File: src/rtl/idiv_seq.sv
// Sequential restoring radix-2 unsigned divider: one quotient bit per clock,
// start/done handshake, divide-by-zero flagged with a saturated quotient.
module idiv_seq #(
  parameter int SIZE = 16
) (
  input  logic            Clock,
  input  logic            Reset,
  input  logic            iStart,
  input  logic [SIZE-1:0] iDividend,
  input  logic [SIZE-1:0] iDivisor,
  output logic            oBusy,
  output logic            oDone,
  output logic [SIZE-1:0] oQuotient,
  output logic [SIZE-1:0] oRemainder,
  output logic            oDivByZero
);

  localparam int CW = (SIZE > 2) ? $clog2(SIZE) : 1;

  typedef enum logic [1:0] {
    IDLE,
    CALC,
    DONE
  } state_t;

  state_t            state_q, state_d;
  logic [CW-1:0]     count_q, count_d;
  logic [SIZE-1:0]   dividend_q, dividend_d;
  logic [SIZE-1:0]   divisor_q, divisor_d;
  logic [SIZE-1:0]   rem_q, rem_d;
  logic [SIZE-1:0]   quo_q, quo_d;
  logic [SIZE-1:0]   resQ_q, resQ_d;
  logic [SIZE-1:0]   resR_q, resR_d;
  logic              dz_q, dz_d;

  // R' needs one extra bit: the shifted-in remainder can exceed the divisor width.
  logic [SIZE:0]     rShift;
  logic [SIZE-1:0]   rDiff;
  logic              fits;

  always_ff @(posedge Clock or posedge Reset) begin
    if (Reset) begin
      state_q    <= IDLE;
      count_q    <= '0;
      dividend_q <= '0;
      divisor_q  <= '0;
      rem_q      <= '0;
      quo_q      <= '0;
      resQ_q     <= '0;
      resR_q     <= '0;
      dz_q       <= 1'b0;
    end else begin
      state_q    <= state_d;
      count_q    <= count_d;
      dividend_q <= dividend_d;
      divisor_q  <= divisor_d;
      rem_q      <= rem_d;
      quo_q      <= quo_d;
      resQ_q     <= resQ_d;
      resR_q     <= resR_d;
      dz_q       <= dz_d;
    end
  end

  always_comb begin
    state_d    = state_q;
    count_d    = count_q;
    dividend_d = dividend_q;
    divisor_d  = divisor_q;
    rem_d      = rem_q;
    quo_d      = quo_q;
    resQ_d     = resQ_q;
    resR_d     = resR_q;
    dz_d       = dz_q;

    rShift = {rem_q, dividend_q[SIZE-1]};
    fits   = (rShift >= {1'b0, divisor_q});
    // Result is below the divisor when it is taken, so the low bits suffice.
    rDiff  = rShift[SIZE-1:0] - divisor_q;

    case (state_q)
      IDLE: begin
        if (iStart) begin
          dividend_d = iDividend;
          divisor_d  = iDivisor;
          dz_d       = 1'b0;
          if (iDivisor == '0) begin
            state_d = DONE;
            resQ_d  = '1;
            resR_d  = iDividend;
            dz_d    = 1'b1;
          end else begin
            state_d = CALC;
            count_d = CW'(SIZE - 1);
            rem_d   = '0;
            quo_d   = '0;
          end
        end
      end
      CALC: begin
        rem_d      = fits ? rDiff : rShift[SIZE-1:0];
        quo_d      = {quo_q[SIZE-2:0], fits};
        dividend_d = {dividend_q[SIZE-2:0], 1'b0};
        if (count_q == '0) begin
          state_d = DONE;
          resQ_d  = quo_d;
          resR_d  = rem_d;
        end else begin
          count_d = count_q - CW'(1);
        end
      end
      DONE: begin
        state_d = IDLE;
      end
      default: begin
        state_d = IDLE;
      end
    endcase
  end

  assign oBusy      = (state_q != IDLE);
  assign oDone      = (state_q == DONE);
  assign oQuotient  = resQ_q;
  assign oRemainder = resR_q;
  assign oDivByZero = dz_q;

endmodule

File: config.mk
export PLATFORM = sky130hd
export DESIGN_NAME = idiv_seq
export DESIGN_NICKNAME = d
export VERILOG_FILES = /design/src/rtl/idiv_seq.sv
export SDC_FILE = /design/constraint.sdc
export NUM_CORES = 1
export LEC_CHECK = 0
export CELL_PAD_IN_SITES_DETAIL_PLACEMENT = 0
export CELL_PAD_IN_SITES_GLOBAL_PLACEMENT = 2
export CORE_UTILIZATION = 30
export CTS_CLUSTER_SIZE = 24
export DETAILED_ROUTE_END_ITERATION = 10
export GPL_ROUTABILITY_DRIVEN = 0
export HOLD_SLACK_MARGIN = 0.15
export PLACE_DENSITY = 0.82
export SKIP_LAST_GASP = 1
export SLEW_MARGIN = 0
export SYNTH_ARGS = -nofsm -noshare
export SYNTH_HDL_FRONTEND = slang
export SYNTH_SLANG_ARGS = --single-unit
export TNS_END_PERCENT = 5
File: constraint.sdc
create_clock -name Clock -period 3.2 [get_ports Clock]
set_input_delay 0.32 -clock Clock [delete_from_list [all_inputs] [get_ports Clock]]
set_output_delay 0.32 -clock Clock [all_outputs]
set_load 0.05 [all_outputs]
==> metrics.txt <==
status=finished clean; Syn Nets=621; initial antenna violation count=0; most frequent cells in the layout=102 x dfrtp_1, 69 x nand2_1, 69 x clkdlybuf4s50_1; endpoint type of the worst setup path=flip-flop; Congestion Overflow GR=0; Mapped Cells=around 570; DRC violations left=0; sequential fraction of the synthesis area=0.4803; Final #Nets=680; Yosys reg bits=just over 100; Synth cell types=56; Post-DP HPWL=10170 um; fin util=0.3762; capturing point of the worst reg2reg path=oRemainder[8]; CP Cell Sequence=inv_1 > ha_1 > inv_1 > fa_1 > a211oi_1 > nor2_1 > a211oi_1 > o21ai_0 > xnor2_1 > mux2i_1 > o22ai_1; Register-to-Register Path Depth=11; Syn. warnings=0; die area=18250 sq um; vias in the first global route=roughly 4200; MaxCap Viol Count=0; Worst-Margin Slew=0.8806 ns; post-CTS sizing=0; final WL=13940 um; Main synth FF type=dfrtp_1; number of H-tree levels=3; fin crit share=0.9038; initial core utilization=0.3072; R2R setup slack=around 0.3 ns; n_diodes=0; fin crit period=just under 3 ns; crit path max fanout=3; ANT nets after route=0; RSZ-0062 raised after global routing=no; clock tree sinks=a little over 100; first-pass GRT wire length=22540 um; fmax=approximately 350 MHz; worst-skew pair later-pin latency=0.35 ns; Buffers on Ports=roughly 70; final hold violation count=0; final setup fails=0; Sequential Area=2552 sq um; commonest non-fill, non-tap cell in the layout=dfrtp_1; ranking of synthesized cells by area=dfrtp_1 48%, nand2_1 4.9%, o21ai_0 4.8%; CTS Buf Count=9; Placeable Area=between 15000 and 20000 sq um; row count=48; DRT iter0 DRCs=265; crit path launch type=flip-flop; Routed WL per cell=16.26 um; vias=about 4300; final max-slew violation count=0; multi-input combinational cell area=2456 sq um; EDFF count, synth=0; Via density=approximately 5.0; asr flop ratio synth=1.000; Final WS setup=roughly 0.31 ns; max_slew headroom=0.4130; die extent in y=roughly 140 um; Clock Pin Slew Worst Setup and Hold Paths=0.07 ns; WS Path Type=reg -> reg; layout overhead on the synthesized area=22.46%; GR Util All Layers=0.1607; setup tns final=0 ns; share of the synthesized area in the top cell type=0.4803; largest net degree at the start of global routing=54; CP arrival=slightly above 3 ns; R2R Path Start=dividend_q[15]; CP peak stage delay=roughly 0.42 ns; clk_skew=approximately 0.010 ns; Setup Buffers After CTS=0; root buffer cell=clkbuf_16; Hold Path Class=in -> async; fillers=about 1700; clk buf depth=2; share of layout cells above drive strength 1=0.07437; Hold Buf Count CTS=0; Placement Setup Slack=approximately 0.38 ns; post-synthesis cell type with the largest combined area=dfrtp_1; IO Count=70; CP required=~3.4 ns; CTS tree=yes; CP max stage cell=fa_1; syn avg cell area=a little over 9 sq um; drt first pass iters=5; Post-Syn Area=~5300 sq um; Die Wd=~140 um
-- metrics by stage --
step	cell area, sq um	hold slack (ns)	std cells
4_1_cts	6507	0.4445	857
6_report	6507	0.4183	857
5_1_grt	6507	0.4772	857
3_5_place_dp	6183	0.4709	841
2_1_floorplan	5314	0.4368	568
3_3_place_gp	6183	0.4629	841
-- worst max path at each step --
stage	startpoint	to	slack, ns	depth (start not counted)
final	dividend_q[15]	oRemainder[8]	0.31	11
after CTS	dividend_q[15]	oRemainder[14]	0.35	11
after detailed placement	dividend_q[15]	oRemainder[14]	0.38	11
after global placement	dividend_q[15]	oRemainder[8]	0.42	11
after global routing	dividend_q[15]	oRemainder[8]	0.11	11
after floorplan	Reset	count_q[0]	0.20	1
-- synth_stat cells (2+ instances only) --
cell type / number
buf_6: 4
clkbuf_1: 22
a211oi_1: 6
o21ai_0: 51
o211ai_2: 3
dfrtp_1: 102
o211ai_1: 7
nor2_1: 52
buf_4: 2
ha_1: 17
and2_1: 2
nor2b_1: 2
o21ai_2: 2
nor4_1: 5
nor3b_1: 19
xnor2_1: 6
nand4_1: 4
o21bai_1: 2
inv_1: 23
o21ai_1: 9
mux2i_1: 12
or3_1: 3
o22ai_1: 4
a22o_1: 15
nand2b_1: 6
xor2_1: 5
nand2_1: 69
clkbuf_8: 2
nand3_1: 17
nor3_1: 19
nor3_2: 2
a21oi_1: 40
buf_2: 4
a31oi_1: 4
a21o_1: 5
-- layout make-up --
cell class / count / area share
Timing Repair Buffer: 83 / 0.1223
Clock buffer: 11 / 0.03730
Tap cell: 225 / 0.04326
Clock inverter: 5 / 0.01250
Sequential cell: 102 / 0.3922
Inverter: 25 / 0.01500
Multi-Input combinational cell: 406 / 0.3774
-- registers in the layout, summed over array words and instances (netlist names) --
register and cells:
rem_q 16, divisor_q 16, quo_q 15, count_q 4, state_q 2, oDivByZero 1, dividend_q 16, oQuotient 16
oRemainder 16
-- logic make-up (layout without fill, tap and decap cells) --
family | Yosys count | in the layout | share of synthesized area
buf+inv | 60 | 124 | 0.05745
flops | 102 | 102 | 0.4803
xor+xnor | 11 | 11 | 0.01813
simple gates | 206 | 206 | 0.1846
compound gates | 158 | 158 | 0.1910
fa+ha+maj | 18 | 18 | 0.04380
mux | 13 | 13 | 0.02472
-- critical path: cells and delay by family (launching register included) --
family | cells | cell delay, ns
buffers and inverters | 2 | 0.13
xor gates and xnor gates | 1 | 0.17
and+or+nand+nor | 1 | 0.10
AOI/OAI and AO/OA | 4 | 1.09
muxes | 1 | 0.27
adders and majority gates | 2 | 0.58
DFF | 1 | 0.40
-- per-layer routing --
| metal | share of wire | GRT usage | vias to the layer above |
|---|---|---|---|
| li1 | - | - | 2119 |
| met1 | 0.49 | 0.2273 | 2071 |
| met2 | 0.46 | 0.2430 | 85 |
| met3 | 0.033 | 0.02965 | 13 |
| met4 | 0.014 | 0.05993 | 0 |
| met5 | 0 | 0 | - |
Power is left out: the tool's default activity adds up to more than one toggle a clock period on the data nets, which glitch-free logic cannot reach.
